[src/rtl/pulse_train_gen.sv]
// Programmable pulse-train / burst generator feeding the frequency counter input.
// Period, high time and pulse count are taken over a valid/ready config port while idle.
module pulse_train_gen #(
  parameter int WIDTH      = 32,
  parameter int DEF_PERIOD = 10
) (
  input  logic             clock,
  input  logic             reset,
  // Handshake: a config word transfers on a clock edge where cfg_valid & cfg_ready
  // are both 1. cfg_ready is 1 only in IDLE. cfg_valid must be held until that edge,
  // and a word offered while busy is neither consumed nor checked.
  input  logic             cfg_valid,
  output logic             cfg_ready,
  input  logic [WIDTH-1:0] cfg_period,
  input  logic [WIDTH-1:0] cfg_high,
  input  logic [WIDTH-1:0] cfg_count,
  output logic             cfg_err,
  input  logic             start,
  input  logic             stop,
  output logic             signal_out,
  output logic             busy,
  output logic             done,
  output logic [WIDTH-1:0] pulses_sent,
  output logic [1:0]       state_dbg
);

  typedef enum logic [1:0] {
    S_IDLE = 2'd0,
    S_HIGH = 2'd1,
    S_LOW  = 2'd2
  } state_t;

  localparam logic [WIDTH-1:0] DEF_P = WIDTH'(DEF_PERIOD);
  localparam logic [WIDTH-1:0] DEF_H = WIDTH'(DEF_PERIOD / 2);
  localparam logic [WIDTH-1:0] ONE   = WIDTH'(1);
  localparam logic [WIDTH-1:0] TWO   = WIDTH'(2);

  state_t           state, state_n;
  logic [WIDTH-1:0] ph, ph_n;
  logic [WIDTH-1:0] period_q, period_n;
  logic [WIDTH-1:0] high_q, high_n;
  logic [WIDTH-1:0] count_q, count_n;
  logic [WIDTH-1:0] pulses_q, pulses_n;
  logic             sig_q, sig_n;
  logic             done_q, done_n;
  logic             err_q, err_n;
  logic             stop_pend, stop_pend_n;

  logic             cfg_legal;
  logic [WIDTH-1:0] low_len;
  logic             last_pulse;

  assign cfg_legal  = (cfg_period >= TWO) && (cfg_high != '0) && (cfg_high < cfg_period);
  assign low_len    = period_q - high_q;
  assign last_pulse = (count_q != '0) && (pulses_q == count_q);

  always_ff @(posedge clock) begin
    if (reset) begin
      state     <= S_IDLE;
      ph        <= '0;
      period_q  <= DEF_P;
      high_q    <= DEF_H;
      count_q   <= '0;
      pulses_q  <= '0;
      sig_q     <= 1'b0;
      done_q    <= 1'b0;
      err_q     <= 1'b0;
      stop_pend <= 1'b0;
    end else begin
      state     <= state_n;
      ph        <= ph_n;
      period_q  <= period_n;
      high_q    <= high_n;
      count_q   <= count_n;
      pulses_q  <= pulses_n;
      sig_q     <= sig_n;
      done_q    <= done_n;
      err_q     <= err_n;
      stop_pend <= stop_pend_n;
    end
  end

  always_comb begin
    state_n     = state;
    ph_n        = ph;
    period_n    = period_q;
    high_n      = high_q;
    count_n     = count_q;
    pulses_n    = pulses_q;
    sig_n       = sig_q;
    done_n      = 1'b0;
    err_n       = 1'b0;
    stop_pend_n = stop_pend;
    case (state)
      S_IDLE: begin
        if (cfg_valid) begin
          if (cfg_legal) begin
            period_n = cfg_period;
            high_n   = cfg_high;
            count_n  = cfg_count;
          end else begin
            err_n = 1'b1;
          end
        end
        // Phase compares read the registers next cycle, so a same-edge config is used.
        if (start) begin
          state_n     = S_HIGH;
          sig_n       = 1'b1;
          ph_n        = ONE;
          pulses_n    = ONE;
          stop_pend_n = 1'b0;
        end
      end
      S_HIGH: begin
        stop_pend_n = stop_pend | stop;
        if (ph == high_q) begin
          state_n = S_LOW;
          sig_n   = 1'b0;
          ph_n    = ONE;
        end else begin
          ph_n = ph + ONE;
        end
      end
      S_LOW: begin
        if (ph == low_len) begin
          // Period boundary: a stop seen on this very edge also ends the run here.
          if (last_pulse || stop_pend || stop) begin
            state_n     = S_IDLE;
            sig_n       = 1'b0;
            ph_n        = '0;
            done_n      = 1'b1;
            stop_pend_n = 1'b0;
          end else begin
            state_n = S_HIGH;
            sig_n   = 1'b1;
            ph_n    = ONE;
            if (pulses_q != '1) begin
              pulses_n = pulses_q + ONE;
            end
          end
        end else begin
          ph_n        = ph + ONE;
          stop_pend_n = stop_pend | stop;
        end
      end
      default: begin
        state_n = S_IDLE;
        sig_n   = 1'b0;
        ph_n    = '0;
      end
    endcase
  end

  assign cfg_ready   = (state == S_IDLE);
  assign busy        = (state != S_IDLE);
  assign signal_out  = sig_q;
  assign done        = done_q;
  assign cfg_err     = err_q;
  assign pulses_sent = pulses_q;
  assign state_dbg   = state;

endmodule
[config.mk]
export PLATFORM = sky130hd
export DESIGN_NAME = pulse_train_gen
export DESIGN_NICKNAME = d
export VERILOG_FILES = /design/src/rtl/pulse_train_gen.sv
export SDC_FILE = /design/constraint.sdc
export NUM_CORES = 1
export LEC_CHECK = 0
export ABC_AREA = 1
export CORE_MARGIN = 4
export CORE_UTILIZATION = 50
export DETAILED_ROUTE_END_ITERATION = 8
export PLACE_DENSITY = 0.75
export SLEW_MARGIN = 40
export SYNTH_ARGS = -nofsm -noshare
export SYNTH_HDL_FRONTEND = slang
export SYNTH_SLANG_ARGS = --single-unit
[constraint.sdc]
create_clock -name clock -period 2.79 [get_ports clock]
set_input_delay 0.837 -clock clock [delete_from_list [all_inputs] [get_ports clock]]
set_output_delay 0.837 -clock clock [all_outputs]
set_load 0.05 [all_outputs]
==> impl_metrics.json <==
{
  "grt-ovfl-total": 0,
  "synthesis.area_um2": 13100,
  "worst_slack_ns": -0.325,
  "vias": 15600,
  "dieArea_um2": 28900,
  "tightest_slew_ns": 0.576,
  "drcViolationCount": 0,
  "cts_buffer_depth": 2,
  "ir_drop_mv": 0.543,
  "fillCellCount": 2195,
  "finalHoldViolations": 0,
  "cts-root-buf": "clkbuf_16",
  "powerDensity_nw_per_um2": 824,
  "antenna_found_initial": 0,
  "syn_inst": 2114,
  "leakage_nw": 8.29,
  "wl_per_cell_um": 18.4,
  "critPathKind": "register to register",
  "place_area_um2": 16700,
  "arrival_ns": 3.42,
  "coreArea_um2": 25900,
  "maxCapViolCount": 0,
  "dp.final_hpwl_um": 40000,
  "cts_buffers": 17,
  "num_rows": 59,
  "antenna_cells": 0,
  "cpMostUsedCell": "nand3_1",
  "ys_ff_latch": 166,
  "cpLargestDelayFamily": "simple AND/OR/NAND/NOR gates",
  "layout_min_cycle_time_ns": 3.11,
  "yosysWarnings": 0,
  "synth_nets": 2284,
  "ys_types": 49,
  "max_freq_ghz": 0.321,
  "clkTransAtPathRegs_ns": 0.07,
  "die_x_um": 170,
  "outcome": "finished, violations left",
  "end_kind": "register",
  "rrSetupSlack_ns": -0.32,
  "min_path_type": "register to register",
  "ant_nets": 0,
  "dr.first_iter.drc_count": 1762,
  "drive_gt1_share_pct": 21.2,
  "final_nets": 2649,
  "cp_slowest_stage_delay_ns": 0.54,
  "syn_to_final_growth_pct": 39.9,
  "ys_seq_area_share_pct": 25.3,
  "final_core_util_pct": 70.8,
  "critPathSlowestCell": "fa_2",
  "gp_congestion": 1.03,
  "period_share_pct": 112,
  "rsz0062_at_grt": "true",
  "crit_path_cell_trace": "inv_2 -> ha_4 -> fa_2 -> inv_2 -> nand2_2 -> nand2_1 -> nor2_1 -> nand3_1 -> nor2_1 -> nand3_1 -> nor2_2 -> nand3_1 -> nor2_2 -> nand3_2 -> nor2_4 -> nand3_4 -> nand2_8 -> nand2_8 -> clkbuf_16 -> nand3_1 -> a21oi_1",
  "cp_num_buf_inv": 3,
  "wl_um": 51900,
  "drv_slew": 0,
  "initial_core_util_pct": 50.6,
  "worst_clock_skew_ns": 0.0194,
  "violations": "setup timing",
  "slew-limit-headroom_pct": 61.6,
  "clkLatencyLatePin_ns": 0.45,
  "drtPass1Iterations": 6,
  "setup_viol": 69,
  "cts_sinks": 166,
  "track_usage_pct": 34.5,
  "crit_path_start_kind": "register",
  "grt_first_pass_wirelength_um": 79100,
  "avgSynthCellArea_um2": 6.21,
  "finish.instance_area_um2": 18400,
  "critPathRequiredTime_ns": 3.10,
  "cts_max_level": 4,
  "io_pins": 140,
  "fp.dieH_um": 170,
  "grt_max_degree": 109,
  "port_buffers": 139,
  "path_max_fanout": 15,
  "via_per_inst": 5.54,
  "cts_tree": "yes",
  "grt_pass1_vias": 14900
}
[through the flow]
stage	hold slack, ns	setup slack, ns	cells	total power [mW]	setup TNS [ns]
after global routing	0.499	-0.502	2825	16.1	-34.98
after floorplan	0.435	-0.00481	2114	7.99	-0.00481
after global placement	0.437	-0.571	2769	11.1	-85.16
after detailed placement	0.465	-0.674	2769	11.3	-95.72
after CTS	0.476	-0.246	2811	14.1	-12.69
final	0.481	-0.325	2825	15.1	-18.66
[area by class of cell]
class | count | area, µm² | area share (%)
multi-input cells | 1576 | 8980 | 48.9
clock buffers | 20 | 447 | 2.43
well taps | 335 | 419 | 2.28
repair buffers | 440 | 4020 | 21.9
clock inverters | 10 | 124 | 0.675
inverters | 278 | 1050 | 5.71
flip-flops and latches | 166 | 3330 | 18.1
[cell usage in the layout (no fill, tap or decap), types with 27 or more instances in the layout]
cell,count
xnor2_1,38
nand3b_1,37
clkdlybuf4s50_1,76
nor2_1,149
nand3_1,201
nand2_1,545
a21oi_1,168
nor4_1,27
buf_4,272
dfxtp_1,163
nand4_1,49
ha_1,47
nor3_1,33
inv_1,257
xor2_1,73
nand2_2,45
[sequential cells by signal, summed over array words and instances (netlist names)]
| signal | count |
|---|---|
| state_dbg | 2 |
| stop_pend | 1 |
| high_q | 32 |
| signal_out | 1 |
| period_q | 32 |
| pulses_sent | 32 |
| done | 1 |
| ph | 32 |
| count_q | 32 |
| cfg_err | 1 |
[power by group]
part	internal (mW)	switching (mW)	total [mW]
registers	2.62	0.235	2.85
clock network	1.34	1.05	2.39
logic	4.15	5.74	9.89
[worst reg2reg max path: stages (launching register included)]
cell       delay, ns
dfxtp_2         0.34
inv_2           0.04
ha_4            0.15
fa_2            0.54
inv_2           0.04
nand2_2         0.05
nand2_1         0.05
nor2_1          0.10
nand3_1         0.12
nor2_1          0.12
nand3_1         0.09
nor2_2          0.15
nand3_1         0.11
nor2_2          0.14
nand3_2         0.10
nor2_4          0.12
nand3_4         0.14
nand2_8         0.15
nand2_8         0.09
clkbuf_16       0.19
nand3_1         0.08
a21oi_1         0.08
[cells in the mapped netlist, drive strengths merged]
cell     number  share of area, %
a21oi       195               7.5
clkbuf       67               1.9
nand3b       38               2.2
nor3         38               1.6
xor2         73               4.9
inv         276               7.9
o21bai        1             0.057
clkinv        2             0.057
a22o          1             0.067
o221ai        2              0.13
and3          3              0.14
o22ai         1             0.048
nand2       601                18
xnor2        38               2.5
nand4        49               2.3
and2          2             0.095
a21boi        1             0.057
or2           3              0.14
o2111ai       7              0.47
ha           68               6.5
nor3b         2              0.11
a211oi        3              0.17
dfxtp       166                25
nor4         27               1.3
o21a          1             0.057
fa            1              0.15
o21ai        22              0.84
buf          28               1.4
a21o          1             0.057
nand3       223               8.8
nor2        174               5.3
[per-layer routing]
| layer | vias to the layer above | share of wire [%] | global-route usage (%) |
|---|---|---|---|
| met2 | 731 | 47 | 58.4 |
| li1 | 7567 | - | - |
| met4 | 0 | 4.8 | 14.5 |
| met1 | 7187 | 41 | 43.9 |
| met5 | - | 0 | 0 |
| met3 | 158 | 7.2 | 5.06 |
[worst paths after layout]
| path | startpoint | endpoint | cells after the start |
|---|---|---|---|
| min | period_q[10]$_SDFFE_PP0P_ | period_q[10]$_SDFFE_PP0P_ | 2 |
| max | period_q[0]$_SDFFE_PP0P_ | ph[8]$_SDFFE_PP0P_ | 21 |
| max reg2reg | period_q[0]$_SDFFE_PP0P_ | ph[8]$_SDFFE_PP0P_ | 21 |
| min reg2reg | period_q[10]$_SDFFE_PP0P_ | period_q[10]$_SDFFE_PP0P_ | 2 |
[logic make-up after synthesis]
kind of cell / after synthesis / synth area share [%]
buffers and inverters: 373 / 11.3
and+or+nand+nor: 1160 / 39.9
AOI/OAI and AO/OA: 235 / 9.42
xor gates and xnor gates: 111 / 7.41
adders and majority gates: 69 / 6.64
DFF: 166 / 25.3
[timing repair]
item,4_1_cts,5_1_grt
gates resized for setup,118,144
buffers inserted,7,8
cloned,5,7
endpoints found under the hold margin,0,0
hold buffers,0,0
pin swaps,28,43
setup endpoints to repair,167,166
Note: power is estimated with default switching activity, not from simulation.
